[config.mk]
export PLATFORM = sky130hd
export DESIGN_NAME = axi_read_arbiter
export DESIGN_NICKNAME = d
export VERILOG_FILES = /design/src/rtl/axi_read_arbiter.sv
export SDC_FILE = /design/constraint.sdc
export NUM_CORES = 1
export LEC_CHECK = 0
export ABC_AREA = 1
export BUFFER_PORTS_ARGS = -buffer_cell sky130_fd_sc_hd__buf_2
export CORE_UTILIZATION = 25
export DETAILED_ROUTE_END_ITERATION = 8
export GPL_TIMING_DRIVEN = 0
export HOLD_SLACK_MARGIN = 0.02
export PLACE_DENSITY = 0.45
export SLEW_MARGIN = 20
export SYNTH_ARGS = -nofsm -noshare
export SYNTH_HDL_FRONTEND = slang
export SYNTH_SLANG_ARGS = --single-unit
[constraint.sdc]
create_clock -name ACLK -period 2.3 [get_ports ACLK]
set_clock_uncertainty 0.15 [all_clocks]
set_input_delay 0.23 -clock ACLK [delete_from_list [all_inputs] [get_ports ACLK]]
set_output_delay 0.23 -clock ACLK [all_outputs]
set_load 0.01 [all_outputs]
[src/rtl/axi_read_arbiter.sv]
`default_nettype none
`timescale 1ns/1ps
// ============================================================================
// Module      : axi_read_arbiter
// Description : Round-robin arbiter that shares one AXI-style read port
//               (AR and R channels) among NREQ requesters. It runs one read
//               at a time and returns the data to the owner with a one-cycle
//               strobe.
// Revision    : 1.0 - initial release
// ============================================================================
module axi_read_arbiter #(
    parameter int NREQ   = 4,
    parameter int ADDR_W = 2,
    parameter int DATA_W = 32
) (
    input  logic                     ACLK,
    input  logic                     ARESET,
    input  logic [NREQ-1:0]          req,
    input  logic [NREQ*ADDR_W-1:0]   req_addr,
    output logic [NREQ-1:0]          grant,
    output logic [NREQ-1:0]          rsp_valid,
    output logic [DATA_W-1:0]        rsp_data,
    output logic                     busy,
    output logic [ADDR_W-1:0]        ARADDR,
    output logic                     ARVALID,
    input  logic                     ARREADY,
    input  logic [DATA_W-1:0]        RDATA,
    input  logic                     RVALID,
    output logic                     RREADY,
    output logic [15:0]              txn_count
);

    localparam int IDX_W = $clog2(NREQ);

    typedef enum logic [1:0] {
        S_IDLE = 2'd0,
        S_ADDR = 2'd1,
        S_DATA = 2'd2,
        S_RESP = 2'd3
    } state_t;

    state_t             r_state;
    logic [IDX_W-1:0]   r_last_grant;

    logic               w_found;
    logic [IDX_W-1:0]   w_sel;
    logic [ADDR_W-1:0]  w_sel_addr;
    logic [NREQ-1:0]    w_sel_onehot;

    // Pick the first requesting index after the previous owner, wrapping around.
    always_comb begin
        logic [IDX_W-1:0] v_idx;
        w_found    = 1'b0;
        w_sel      = '0;
        w_sel_addr = '0;
        v_idx      = '0;
        for (int k = 1; k <= NREQ; k++) begin
            v_idx = IDX_W'((int'(r_last_grant) + k) % NREQ);
            if (!w_found && req[v_idx]) begin
                w_found    = 1'b1;
                w_sel      = v_idx;
                w_sel_addr = req_addr[v_idx*ADDR_W +: ADDR_W];
            end
        end
    end

    assign w_sel_onehot = {{(NREQ-1){1'b0}}, 1'b1} << w_sel;

    // Transaction sequencer: arbitrate, address handshake, data handshake, respond.
    always_ff @(posedge ACLK) begin
        if (ARESET) begin
            r_state      <= S_IDLE;
            r_last_grant <= IDX_W'(NREQ - 1);
            grant        <= '0;
            rsp_valid    <= '0;
            rsp_data     <= '0;
            busy         <= 1'b0;
            ARADDR       <= '0;
            ARVALID      <= 1'b0;
            RREADY       <= 1'b0;
            txn_count    <= '0;
        end else begin
            case (r_state)
                S_IDLE: begin
                    if (w_found) begin
                        grant        <= w_sel_onehot;
                        ARADDR       <= w_sel_addr;
                        r_last_grant <= w_sel;
                        ARVALID      <= 1'b1;
                        busy         <= 1'b1;
                        r_state      <= S_ADDR;
                    end
                end
                S_ADDR: begin
                    if (ARREADY) begin
                        ARVALID <= 1'b0;
                        RREADY  <= 1'b1;
                        r_state <= S_DATA;
                    end
                end
                S_DATA: begin
                    if (RVALID) begin
                        RREADY    <= 1'b0;
                        rsp_data  <= RDATA;
                        rsp_valid <= grant;
                        r_state   <= S_RESP;
                    end
                end
                S_RESP: begin
                    rsp_valid <= '0;
                    grant     <= '0;
                    busy      <= 1'b0;
                    txn_count <= txn_count + 16'd1;
                    r_state   <= S_IDLE;
                end
                default: r_state <= S_IDLE;
            endcase
        end
    end

endmodule
`default_nettype wire

# Yosys cells after proc, flatten, opt, wreduce, memory -nomap -nowiden
# Index checks and enable logic that the tools add are counted.
[op_classes]
n_addsub = 5
muxes = 35
reduce_logical = 18
shift = 5
eq_ne = 6
magnitude_cmp = 4
[ops]
columns = ["cell", "count"]
rows = [
  ["indexed part select 8 x 4 -> 2 bit", 4],
  ["two-way mux 2 bit", 11],
  ["adder 16 x 1 -> 16 bit, second input constant", 1],
  ["one-hot mux 4 bit (2 select lines)", 2],
  ["< comparator 2 x 3 -> 1 bit, second input constant", 4],
  ["two-way mux 1 bit", 12],
  ["AND reduction 3 bit", 3],
  ["binary-select mux 1 bit (select 2 bit)", 4],
  ["two-way mux 4 bit", 2],
  ["one-hot mux 2 bit (4 select lines)", 1],
  ["AND reduction 2 bit", 4],
  ["nonzero test 2 bit", 4],
  ["!= test 2 bit, second input constant", 3],
  ["one-hot mux 1 bit (2 select lines)", 3],
  ["adder 2 x 1 -> 2 bit, second input constant", 2],
  ["adder 2 bit, second input constant", 2],
  ["equality test 2 bit, second input constant", 2],
  ["left shift 1 x 2 -> 4 bit, first input constant", 1],
  ["logical AND 1 bit", 3],
  ["logical NOT 1 bit", 3],
  ["equality test 2 x 1 -> 1 bit, second input constant", 1],
  ["logical NOT 2 bit", 1],
]
[totals]
input_bits = 48
register_bits = 65
elab_cells = 83

# Depth between registers and ports, before layout
# Gate-level depths: netlist of run 1.
[depth]
ltp_word = 16
depth_mapped = 13
depth_no_buf = 12

# Worst setup path before layout of run 1
# No wires, ideal clock.
[synth_path]
kind = "reg2reg"
start = "register r_state[0]"
end = "register txn_count[14]"
arrival_time_ps = 1503
setup_slack_ps = 532
stages_incl_launch_ff = 12
period_less_slack_ps = 1768
t_required_ps = 2035
path_buffers = 1
setup_ps = 115
cell_sequence = "dfxtp_1 > ha_1 > buf_2 > nand3_1 > nor2_1 > nand2_1 > nor2_1 > nand4_1 > nor2_1 > nand3_1 > nand2_1 > nor2_1"
[synth_via]
elab_chain_len = 1
[synth_lines]
columns = ["element", "line", "rtl"]
rows = [
  ["from (decl)", "42", "state_t r_state;"],
  ["from (signal assigned)", "72", "r_state <= S_IDLE;"],
  ["from (signal assigned)", "91", "r_state <= S_ADDR;"],
  ["from (signal assigned)", "98", "r_state <= S_DATA;"],
  ["equality test 2 bit", "83", "case (r_state)"],
  ["to (signal assigned)", "113", "txn_count <= txn_count + 16'd1;"],
  ["to (decl)", "30", "output logic [15:0] txn_count"],
]
# No other way between the ends.
# A chain may end at the register's enable or synchronous reset.

# Final worst setup path of run 1
# Ends and elaborated chain as after synthesis.

==> impl_results.md, run 1 <==
- Max Fclk: 0.4980 GHz
- Hold WC Path Type: in2reg
- Largest net degree at the start of global routing: 11
- Peak fanout along the critical path: 9
- GR Overflow Total: 0
- Root Driver: clkbuf_16
- Initial antenna violation count: 0
- Pwr/cell area: 1076 nW/um2
- Critical path capture point type: flop
- Setup_tns: 0 ns
- Post-DP Area: 3779 um2
- Sequential area share after synthesis: 42.54%
- Max_cap viols: 0
- WHS Path Cells: 3
- Antenna Nets Post-Route: 0
- R2R depth: 11
- Final setup viols: 0
- Antenna diodes: 0
- Layout net count: 635
- Synth Warn #: 0
- Fraction of layout cells with a size suffix above 1: 24.96%
- Vias in the first global route: 2926
- Cell variety after synth: 34
- RR Endpoint: txn_count[14]
- FF-to-FF Start: r_state[0]
- Detailed-route DRC error count: 0
- Critical Path RT: 2.37 ns
- Syn_nets: 490
- Area growth, synth to finish: 41.72%
- 1st-iter DRT viols: 138
- Clk slew on worst S/H paths: 0.05 ns
- Clock sinks: 65
- Min cycle time layout: 2.008 ns
- Final period util: 87.30%
- Num CTS Buffers: 9
- DRT Wirelength: 8539 um
- Final hold violation count: 0
- Core area: 11960 um2
- RSZ-0062 raised after global routing: no
- Longest Clk Path Bufs: 2
- Synth Cell Area: 3059 um2
- Die W: 112.6 um
- Gp weighted congestion: 0.7701
- Slew headroom: 66.38%
- Placed wire-length estimate: 6514 um
- Critical path launch point type: flop
- Static Leakage: 2.042 nW
- Outcome: completed
- Chip height: 112.6 um
- Via count: 3208
- Final non-filler cell area: 4335 um2
- H-tree Lvls: 3
- Crit path DAT: 2.07 ns
- CTS tree: yes
- Slew @ Worst Pin: 0.5042 ns
- Global-route wire length before repair: 13900 um
- Number of top-level pins: 109
- Routed wire per std cell: 11.67 um
- Hold path start: RDATA[12]
- 1st-pass router iterations: 4
- Syn Inst Count: 437
- Total Routing Usage GR: 13.89%
- Initial core utilization: 25.58%
- IO buf count: 107
- Register-to-register setup slack: 0.29 ns
- Die area: 12680 um2
- Critical setup path kind: reg2reg
- FP Rows: 40
- Commonest cells after routing, fill and taps aside: buf_2 (110), nor2_1 (89), nand2_1 (84)
- Mean Syn Cell Area: 7.000 um2
- Vias per cell: 4.383
- Worst-Skew Late Latency: 0.33 ns
- VDD IR max: 0.3895 mV
- Worst Hold Path EP: rsp_data[12]
- Register bit total from synthesis: 65
- Commonest non-fill, non-tap cell in the layout: buf_2
- Slew Viols, Final: 0
cell families after synthesis:
group	synth area share [%]
simple gates	32.15
xor+xnor	0.5727
buf+inv	7.321
compound gates	15.38
fa+ha+maj	2.045
flops	42.54
state kept, by name, indices dropped and copies added (netlist names):
name and count:
ARADDR 2, grant 4, r_state 2, busy 1, ARVALID 1, txn_count 16
r_last_grant 2, rsp_valid 4, RREADY 1, rsp_data 32
synthesized netlist by cell type, drive strengths merged:
library cell / number / area share [%]
a21oi: 33 / 5.6
and2: 1 / 0.20
buf: 6 / 1.5
clkbuf: 12 / 1.5
clkinv: 1 / 0.12
dfxtp: 65 / 43
ha: 5 / 2.0
inv: 34 / 4.3
nand2: 91 / 13
nand3: 27 / 4.8
nand3b: 1 / 0.25
nand4: 3 / 0.61
nor2: 93 / 12
nor3: 3 / 0.49
nor4: 1 / 0.41
o211a: 1 / 0.33
o211ai: 1 / 0.25
o21ai: 53 / 8.7
o21bai: 1 / 0.25
o31ai: 1 / 0.25
or2: 2 / 0.41
xnor2: 2 / 0.57
worst max-delay path by stage:
stage | slack, ns | depth (start not counted) | from | end
2_1_floorplan | 0.53 | 11 | r_state[0] | txn_count[14]
3_3_place_gp | 0.21 | 11 | r_state[0] | txn_count[14]
3_5_place_dp | 0.20 | 11 | r_state[0] | txn_count[14]
4_1_cts | 0.19 | 11 | r_state[0] | txn_count[14]
5_1_grt | 0.03 | 11 | r_state[0] | txn_count[14]
6_report | 0.29 | 11 | r_state[0] | txn_count[14]
repair_timing:
item,4_1_cts,5_1_grt
endpoints found under the hold margin,27,0
buffers inserted,0,0
gates resized for setup,0,1
hold buffers,27,0
setup endpoints to repair,0,1
power breakdown:
group          internal, W  switching [W]
clock             0.000849       0.000466
sequential         0.00133       0.000124
combinational     0.000717        0.00118
total              0.00290        0.00177
metal layers:
| layer | global-route usage, % | vias up | routed length (um) | share of wire (%) |
|---|---|---|---|---|
| li1 | - | 1701 | - | - |
| met2 | 22.76 | 56 | 4039 | 47 |
| met1 | 16.92 | 1435 | 3937 | 46 |
| met4 | 5.956 | 0 | 150 | 1.8 |
| met5 | 0 | - | 0 | 0 |
| met3 | 4.050 | 16 | 411 | 4.8 |
layout make-up:
type	instances	area, um2
Buffer	18	90.09
Sequential cell	65	1301
Inverter	35	133.9
Multi-Input combinational cell	319	1536
Tap cell	147	183.9
Timing Repair Buffer	134	805.8
Fill cell	1251	7626
Clock inverter	4	45.04
Clock buffer	10	239.0
critical path: stages (launching register included):
cell	delay, ns
dfxtp_1	0.35
ha_1	0.15
buf_2	0.21
nand3_1	0.13
nor2_1	0.14
nand2_1	0.12
nor2_2	0.16
nand4_1	0.14
nor2_1	0.15
nand3_1	0.09
nand2_1	0.06
nor2_1	0.04
per-stage QoR:
stage,cells,hold slack [ns],total power [W],setup slack [ns],utilization [%]
floorplan,437,0.2465,0.002830,0.5325,-
global placement,691,0.2961,0.003336,0.2135,31.59
detailed placement,691,0.3059,0.003354,0.2005,31.59
CTS,732,0.02020,0.004728,0.1863,36.22
global route,732,0.03099,0.005022,0.02509,36.24
finish,732,0.01951,0.004664,0.2921,36.24
Note: power is estimated with default switching activity, not from simulation.
==> run 2, diff against run 1 <==
PLACE_DENSITY = 0.46   (was 0.45)
clock period = 1.7 ns   (was 2.3 ns; I/O delays follow)
==> run 2 against run 1 <==
The flow now finishes with violations (setup timing). Sequential share of layout area shrank 2.4 points. Register-to-register slack got worse by 0.32 ns. Via count grew 3.3%. Critical path depth is 1 lower. Power increased by 50%. Non-clock buffer count up 19. Combinational power up 63%. First-iteration DRC count fell by 2.2%. Sequential power up 38%. Final cell count increased by 3.0%. Global-route usage is 0.72 points higher. Critical endpoint is now r_last_grant[0]. Largest cell class unchanged. Largest power group unchanged.
==> impl_results.md, run 2 (synthesis gave the netlist of run 1 again) <==
- Top Registers: rsp_data (32), txn_count (16)
- Antenna Nets Post-Route: 0
- Delay-heaviest family, CP: simple AND/OR/NAND/NOR gates
- Final hold violation count: 0
- Final setup viols: 2
- Core area: 11960 um2
- Worst Hold Path EP: grant[0]
- RSZ-0062 raised after global routing: yes
- Critical setup path kind: reg2reg
- Critical path origin: r_last_grant[0]
- Root Driver: clkbuf_16
- Fraction of layout cells with a size suffix above 1: 34.82%
- Num CTS Buffers: 9
- VDD IR max: 0.5469 mV
- Static Leakage: 2.227 nW
- Vias per cell: 4.394
- Critical Path RT: 1.76 ns
- Clock sinks: 65
- Worst-Skew Late Latency: 0.33 ns
- IO buf count: 107
- 1st-pass router iterations: 4
- Place WS: -0.3120 ns
- WHS Path Cells: 2
- CP dominant cell by count: buf_8
- Min cycle time layout: 1.726 ns
- Vias in the first global route: 3159
- 1st-iter DRT viols: 135
- Initial core utilization: 25.58%
- Chip height: 112.6 um
- Register name with the most flops: rsp_data
- Commonest cells after routing, fill and taps aside: buf_2 (107), nor2_1 (82), nand2_1 (69)
- Slew @ Worst Pin: 0.5418 ns
- Global-route wire length before repair: 14710 um
- Area growth, synth to finish: 55.99%
- Fin util: 39.90%
- Largest net degree at the start of global routing: 11
- Detailed-route DRC error count: 0
- RR Endpoint: r_last_grant[0]
- Gp weighted congestion: 0.7829
- WL met1: 4146 um
- Pwr/cell area: 1463 nW/um2
- Final period util: 101.6%
- CTS tree: yes
- Slew headroom: 63.88%
- CP max stage cell: dfxtp_2
- Max Fclk: 0.5792 GHz
- Failing checks: setup timing
- Via count: 3313
- Commonest non-fill, non-tap cell in the layout: buf_2
- Worst setup margin: -0.02645 ns
- Initial antenna violation count: 0
- DRT Wirelength: 9106 um
- Layout net count: 654
- Worst path max stage delay: 0.33 ns
- DR top layer: met4
- Register-to-register setup slack: -0.03 ns
- Total Routing Usage GR: 14.60%
- Outcome: finished with violations
- Peak fanout along the critical path: 10
- Slew Viols, Final: 0
- Hold WC Path Type: in2reg
- FF-to-FF Start: r_last_grant[0]
- Max_cap viols: 0
- Longest Clk Path Bufs: 2
- Die area: 12680 um2
- Crit-path cells: buf_8 -> inv_8 -> nand2_2 -> nand3_1 -> and2_4 -> nand3_4 -> nand2_4 -> buf_8 -> a21oi_1 -> o21ai_1
- Critical path capture point type: flop
- Placed wire-length estimate: 6496 um
- H-tree Lvls: 3
- FP Rows: 40
- Clk slew on worst S/H paths: 0.05 ns
- Number of top-level pins: 109
- Routed wl met3: 401 um
- Routed wire per std cell: 12.08 um
- GR Overflow Total: 0
- Crit path DAT: 1.79 ns
- CP bufs+invs: 3
- Hold path start: ARESET
- Max reg flops: 32
- Critical path launch point type: flop
- Die W: 112.6 um
- WL met2: 4325 um
- R2R depth: 10
run 2: worst reg2reg max path, stage by stage, from the launching register on:
cell and delay, ns:
dfxtp_2 0.33, buf_8 0.13, inv_8 0.06, nand2_2 0.09
nand3_1 0.11, and2_4 0.19, nand3_4 0.11, nand2_4 0.08
buf_8 0.15, a21oi_1 0.13, o21ai_1 0.08
run 2: area by class of cell:
cell class / count / area [um2]
sequential: 65 / 1316
buffer: 16 / 107.6
antenna: 1 / 2.502
inverter: 35 / 143.9
timing repair buffer: 155 / 978.4
clock buffer: 14 / 274.0
clock inverter: 2 / 35.03
multi-input combinational: 319 / 1730
tap: 147 / 183.9
fill: 1258 / 7189
run 2: power by group:
part           switching (W)  total (W)  internal [W]
combinational        0.00181    0.00308       0.00128
sequential          0.000190    0.00201       0.00182
clock               0.000640    0.00189       0.00125
run 2: timing repair:
| item | CTS | global route |
|---|---|---|
| gates resized for setup | 48 | 42 |
| buffers inserted | 10 | 5 |
| hold endpoints to repair | 33 | 0 |
| gates cloned | 0 | 0 |
| pin swaps | 10 | 8 |
| hold buffers | 33 | 0 |
| setup endpoints to repair | 53 | 53 |
run 2: worst max-delay path by stage:
stage	endpoint	slack, ns	depth (start not counted)
floorplan	txn_count[14]	-0.001	11
global placement	rsp_valid[0]	-0.25	7
detailed placement	rsp_valid[1]	-0.31	7
CTS	txn_count[14]	-0.06	11
global route	grant[0]	-0.15	13
finish	r_last_grant[0]	-0.03	10
run 2: stage by stage:
stage | TNS, ns | total power, W | cell area, um2 | hold slack, ns | std cells
2_1_floorplan | -0.001466 | 0.003832 | 3064 | 0.1865 | 437
3_3_place_gp | -7.155 | 0.004512 | 3784 | 0.2693 | 691
3_5_place_dp | -8.837 | 0.004536 | 3784 | 0.2773 | 691
4_1_cts | -0.1060 | 0.006850 | 4648 | 0.1151 | 750
5_1_grt | -1.489 | 0.007475 | 4770 | 0.1673 | 753
6_report | -0.03030 | 0.006981 | 4772 | 0.1128 | 754
run 2: per-layer routing:
metal  up-vias  global-route usage, %
met2        74                  23.54
met4         0                  8.533
met1      1478                  17.55
met5         -                      0
met3        19                  3.780
li1       1742                      -
